$ cat src/rtl/countdown_game_ctrl.sv
// Countdown game controller: button-driven BCD preset entry, 1-per-tick BCD countdown, blink at zero.
// All outputs registered; button pulses act on the edge that samples them and show one cycle later.
module countdown_game_ctrl #(
  parameter int TICK_DIV  = 100000000,
  parameter int BLINK_DIV = 50000000
) (
  input  logic        clk,
  input  logic        reset,
  input  logic        btn_inc,
  input  logic        btn_next,
  input  logic        btn_start,
  input  logic        btn_clear,
  output logic        enWrite,
  output logic [1:0]  digLoc,
  output logic [3:0]  digValue,
  output logic [15:0] counter,
  output logic        gameStarted,
  output logic        gameFinished,
  output logic        blink
);

  localparam int TICK_W  = $clog2(TICK_DIV);
  localparam int BLINK_W = $clog2(BLINK_DIV);

  typedef enum logic [1:0] {
    SETUP = 2'd0,
    RUN   = 2'd1,
    DONE  = 2'd2
  } state_t;

  state_t               state, state_nxt;
  logic [3:0][3:0]      preset, preset_nxt;
  logic [TICK_W-1:0]    tick_cnt, tick_nxt;
  logic [BLINK_W-1:0]   blink_cnt, blink_cnt_nxt;
  logic                 wr_nxt;
  logic [1:0]           loc_nxt;
  logic [3:0]           val_nxt;
  logic [15:0]          cnt_nxt;
  logic                 started_nxt, finished_nxt, blink_nxt;

  logic [3:0]           cur_digit, inc_digit;
  logic [1:0]           loc_inc;
  logic [15:0]          dec_value;
  logic                 tick_wrap, blink_wrap;

  // Borrow ripples upward only through digits that were already zero.
  function automatic logic [15:0] bcd_dec(input logic [15:0] v);
    logic [15:0] r;
    logic        borrow;
    r      = v;
    borrow = 1'b1;
    for (int i = 0; i < 4; i++) begin
      if (borrow) begin
        if (v[4*i +: 4] == 4'd0) begin
          r[4*i +: 4] = 4'd9;
        end else begin
          r[4*i +: 4] = v[4*i +: 4] - 4'd1;
          borrow      = 1'b0;
        end
      end
    end
    return r;
  endfunction

  assign cur_digit  = preset[digLoc];
  assign inc_digit  = (cur_digit == 4'd9) ? 4'd0 : cur_digit + 4'd1;
  assign loc_inc    = digLoc + 2'd1;
  assign dec_value  = bcd_dec(counter);
  assign tick_wrap  = (tick_cnt == TICK_W'(TICK_DIV - 1));
  assign blink_wrap = (blink_cnt == BLINK_W'(BLINK_DIV - 1));

  always_comb begin
    state_nxt     = state;
    preset_nxt    = preset;
    tick_nxt      = tick_cnt;
    blink_cnt_nxt = blink_cnt;
    wr_nxt        = 1'b0;
    loc_nxt       = digLoc;
    val_nxt       = digValue;
    cnt_nxt       = counter;
    started_nxt   = gameStarted;
    finished_nxt  = gameFinished;
    blink_nxt     = blink;

    case (state)
      SETUP: begin
        cnt_nxt      = 16'h0000;
        started_nxt  = 1'b0;
        finished_nxt = 1'b0;
        blink_nxt    = 1'b0;
        // A start pulse outranks inc/next even when it is ignored for a zero preset.
        if (btn_clear) begin
          preset_nxt = '0;
          loc_nxt    = 2'd0;
          val_nxt    = 4'd0;
          wr_nxt     = 1'b1;
        end else if (btn_start) begin
          if (preset != '0) begin
            cnt_nxt     = preset;
            tick_nxt    = '0;
            started_nxt = 1'b1;
            state_nxt   = RUN;
          end
        end else if (btn_inc) begin
          preset_nxt[digLoc] = inc_digit;
          val_nxt            = inc_digit;
          wr_nxt             = 1'b1;
        end else if (btn_next) begin
          loc_nxt = loc_inc;
          val_nxt = preset[loc_inc];
          wr_nxt  = 1'b1;
        end
      end

      RUN: begin
        if (btn_clear) begin
          state_nxt   = SETUP;
          cnt_nxt     = 16'h0000;
          started_nxt = 1'b0;
          tick_nxt    = '0;
        end else if (tick_wrap) begin
          tick_nxt = '0;
          cnt_nxt  = dec_value;
          if (counter == 16'h0001) begin
            state_nxt     = DONE;
            started_nxt   = 1'b0;
            finished_nxt  = 1'b1;
            blink_nxt     = 1'b1;
            blink_cnt_nxt = '0;
          end
        end else begin
          tick_nxt = tick_cnt + TICK_W'(1);
        end
      end

      DONE: begin
        cnt_nxt = 16'h0000;
        if (btn_clear) begin
          state_nxt     = SETUP;
          finished_nxt  = 1'b0;
          blink_nxt     = 1'b0;
          blink_cnt_nxt = '0;
        end else if (blink_wrap) begin
          blink_cnt_nxt = '0;
          blink_nxt     = ~blink;
        end else begin
          blink_cnt_nxt = blink_cnt + BLINK_W'(1);
        end
      end

      default: begin
        state_nxt    = SETUP;
        cnt_nxt      = 16'h0000;
        started_nxt  = 1'b0;
        finished_nxt = 1'b0;
        blink_nxt    = 1'b0;
      end
    endcase
  end

  always_ff @(posedge clk or posedge reset) begin
    if (reset) begin
      state        <= SETUP;
      preset       <= '0;
      tick_cnt     <= '0;
      blink_cnt    <= '0;
      enWrite      <= 1'b0;
      digLoc       <= 2'd0;
      digValue     <= 4'd0;
      counter      <= 16'h0000;
      gameStarted  <= 1'b0;
      gameFinished <= 1'b0;
      blink        <= 1'b0;
    end else begin
      state        <= state_nxt;
      preset       <= preset_nxt;
      tick_cnt     <= tick_nxt;
      blink_cnt    <= blink_cnt_nxt;
      enWrite      <= wr_nxt;
      digLoc       <= loc_nxt;
      digValue     <= val_nxt;
      counter      <= cnt_nxt;
      gameStarted  <= started_nxt;
      gameFinished <= finished_nxt;
      blink        <= blink_nxt;
    end
  end

endmodule
$ cat config.mk
export PLATFORM = sky130hd
export DESIGN_NAME = countdown_game_ctrl
export DESIGN_NICKNAME = d
export VERILOG_FILES = /design/src/rtl/countdown_game_ctrl.sv
export SDC_FILE = /design/constraint.sdc
export NUM_CORES = 1
export LEC_CHECK = 0
export ABC_CLOCK_PERIOD_IN_PS = 3400
export CORE_MARGIN = 4
export CORE_UTILIZATION = 48
export DETAILED_ROUTE_END_ITERATION = 8
export MAX_ROUTING_LAYER = met4
export PLACE_DENSITY_LB_ADDON = 0.3
export SLEW_MARGIN = 20
export SYNTH_ARGS = -nofsm -noshare
export SYNTH_HDL_FRONTEND = slang
export SYNTH_SLANG_ARGS = --single-unit
export TNS_END_PERCENT = 30
$ cat constraint.sdc
create_clock -name clk -period 3.4 [get_ports clk]
set_input_delay 0.85 -clock clk [delete_from_list [all_inputs] [get_ports clk]]
set_output_delay 0.85 -clock clk [all_outputs]
set_load 0.1 [all_outputs]
==> flow_summary.ini, run 1 <==
[setup_path]
crit_fanout = 13
critPathRequiredTime_ns = 3.65
end_kind = flip-flop
crit_type = in -> reg
startpoint_type = primary input
arrival_ns = 3.27
r2r_setup_slack_ns = 0.43

[global_routing]
grt_pass1_wl_mm = 26.3
track_usage_pct = 22.9
grt-ovfl-total = 0
first_global_vias = 5248
grt_max_degree = 68
antenna_found_initial = 0

[synth]
synth_edf_count = 0
syn-num-nets = 671
synth_top_area_share_pct = 40.3
synth_area_mm2 = 0.00602
synth_commonest_cells = dfrtp_1 (97), nand2_1 (40), a21oi_1 (37), nor2_1 (37), o21ai_0 (37)
synth_most_common_cell = dfrtp_1
seq_area_frac_synth_pct = 40.3
yosysTopAreaCell = dfrtp_1
netlist_top_cells_area = dfrtp_1 (40%), a22o_1 (4.5%), ha_1 (3.7%)
ys_async_sr_fraction_pct = 100
synth-seq-cells = 97
synth_flop_cell = dfrtp_1
syn_avg_cell_area_um2 = 9.30
synthDistinctLibCells = 55
yosys_warnings = 0
synthCells = 647

[floorplan]
die_h_um = 120
fp.dieW_um = 120
initial_core_util_pct = 49.5
fp-row-count = 40
fp.dieArea_mm2 = 0.0144
core_area_mm2 = 0.0122
boundaryPins = 32

[clock_tree]
cts_root_buf = clkbuf_16
cts_tree = built
cts.sinks = 97
cts_buffers = 9
cts_resized = 0
clock_latency_ns = 0.35
postCtsSetupRepairBufs = 0
cts_max_level = 3
clkSlewWorstSetupHoldPaths_ns = 0.06
clockBufferDepth = 2
cts_hold_buf = 0

[timing]
max_slew_margin_pct = 44.3
finalSetupViolCount = 0
fin_skew_ns = 0.00608
tns_ns = 0
fmax_mhz = 331
fin_crit_ns = 3.02
hold_viol = 0
tightestPinTransition_ns = 0.827
post-route-period-util_pct = 88.9
rsz0062_at_grt = false
hold_slack_ns = 0.510
slew_viol_final = 0

[route]
first_iter_violations = 482
vias = 5428
drt_drc_violations_left = 0
ant_nets = 0
viasPerCell = 6.36
postRouteWirelength_mm = 15.6
routedWlPerCell_um = 18.3
dr.pass1.iters = 5

[pwr]
p_leak_uw = 0.00286
peakVddDrop_mv = 0.277
p_per_area_mw_per_mm2 = 758

[finish]
fin_nets = 704
area_delta_synth_final_pct = 13.6
drive_above_1_share_pct = 12.0
n_antenna_cell = 0
final_cell_area_mm2 = 0.00683

[hold_path]
hold_path.class = reg -> reg

[placement]
hpwl_mm = 11.1
io_buffers = 31
post_dp_cell_area_mm2 = 0.00653
gp_congestion = 0.916

[status]
status = complete, no violations

[flow_run]
drv_cap = 0
-- placed cells by master, fill, tap and decap left out, types with 18 or more instances in the layout --
master	instances
nand4_1	20
o21ai_0	37
nor4_1	18
a21oi_1	37
dfrtp_1	97
nand2_1	40
a22o_1	31
nor2_1	37
inv_1	26
nor3_1	28
buf_4	44
nand3_1	25
ha_1	18
-- metrics by stage --
stage	instances	power [µW]	worst slack, ns	utilization (%)
2_1_floorplan	647	3500	0.0163	-
3_3_place_gp	837	4080	0.0823	53.7
3_5_place_dp	837	4140	0.00343	53.7
4_1_cts	853	5190	0.366	56.2
5_1_grt	853	5470	0.257	56.2
6_report	853	5180	0.378	56.2
-- critical path: stages --
cell and delay, ns:
clkdlybuf4s50_1 0.45, or4b_1 0.51, or4_1 0.49, o41ai_4 0.24, buf_4 0.24, buf_4 0.17, nand3_1 0.09, o31ai_1 0.22
-- cells by family (layout without fill, tap and decap cells) --
group                      after synthesis  after routing  share of synthesized area (%)
AOI/OAI and AO/OA                      201            201                           23.2
adders and majority gates               18             18                           3.74
buffers and inverters                   57             95                           4.03
DFF                                     97             97                           40.3
muxes                                   23             23                           5.53
and+or+nand+nor                        251            251                           23.1
-- state kept, by name (all words and copies together), names as in the netlist --
| register | cells |
|---|---|
| enWrite | 1 |
| digLoc | 2 |
| tick_cnt | 27 |
| blink | 1 |
| preset | 16 |
| gameStarted | 1 |
| counter | 16 |
| gameFinished | 1 |
| blink_cnt | 26 |
| state | 2 |
| digValue | 4 |
-- final timing paths --
check,startpoint,end,cells after the start
worst max-delay path,btn_clear,blink_cnt[6]$_DFFE_PP0P_,8
worst min-delay path,blink_cnt[6]$_DFFE_PP0P_,blink_cnt[6]$_DFFE_PP0P_,1
worst max register to register,counter[12]$_DFFE_PP0P_,blink_cnt[6]$_DFFE_PP0P_,9
worst min register to register,blink_cnt[6]$_DFFE_PP0P_,blink_cnt[6]$_DFFE_PP0P_,1
max in group asynchronous,reset,tick_cnt[24]$_DFFE_PP0P_,3
min in group asynchronous,reset,enWrite$_DFF_PP0_,2
-- report_power, final --
group          total, µW  switching [µW]  internal, µW
logic               2640            1840           797
registers           1500             204          1300
clock network       1040             445           591
-- per-layer routing --
| layer | wire, µm | vias to the layer above | global-route usage, % |
|---|---|---|---|
| met5 | 0 | - | - |
| met3 | 874 | 21 | 3.82 |
| li1 | - | 2561 | - |
| met2 | 7490 | 173 | 36.6 |
| met1 | 7020 | 2673 | 30.5 |
| met4 | 213 | 0 | 5.87 |
-- area by class of cell --
| cell class | instances | area [µm²] |
|---|---|---|
| multi-input cells | 493 | 3350 |
| fillers | 1084 | 5330 |
| flip-flops and latches | 97 | 2430 |
| clock inverters | 4 | 52.6 |
| repair buffers | 52 | 440 |
| clock buffers | 12 | 246 |
| inverters | 27 | 104 |
| well taps | 168 | 210 |
(Power assumes the default switching activity.)
==> run 2, diff against run 1 <==
- ABC_CLOCK_PERIOD_IN_PS: 3400 -> default
==> results of run 2 <==
Final layout, timing and power as in run 1 (identical DEF).
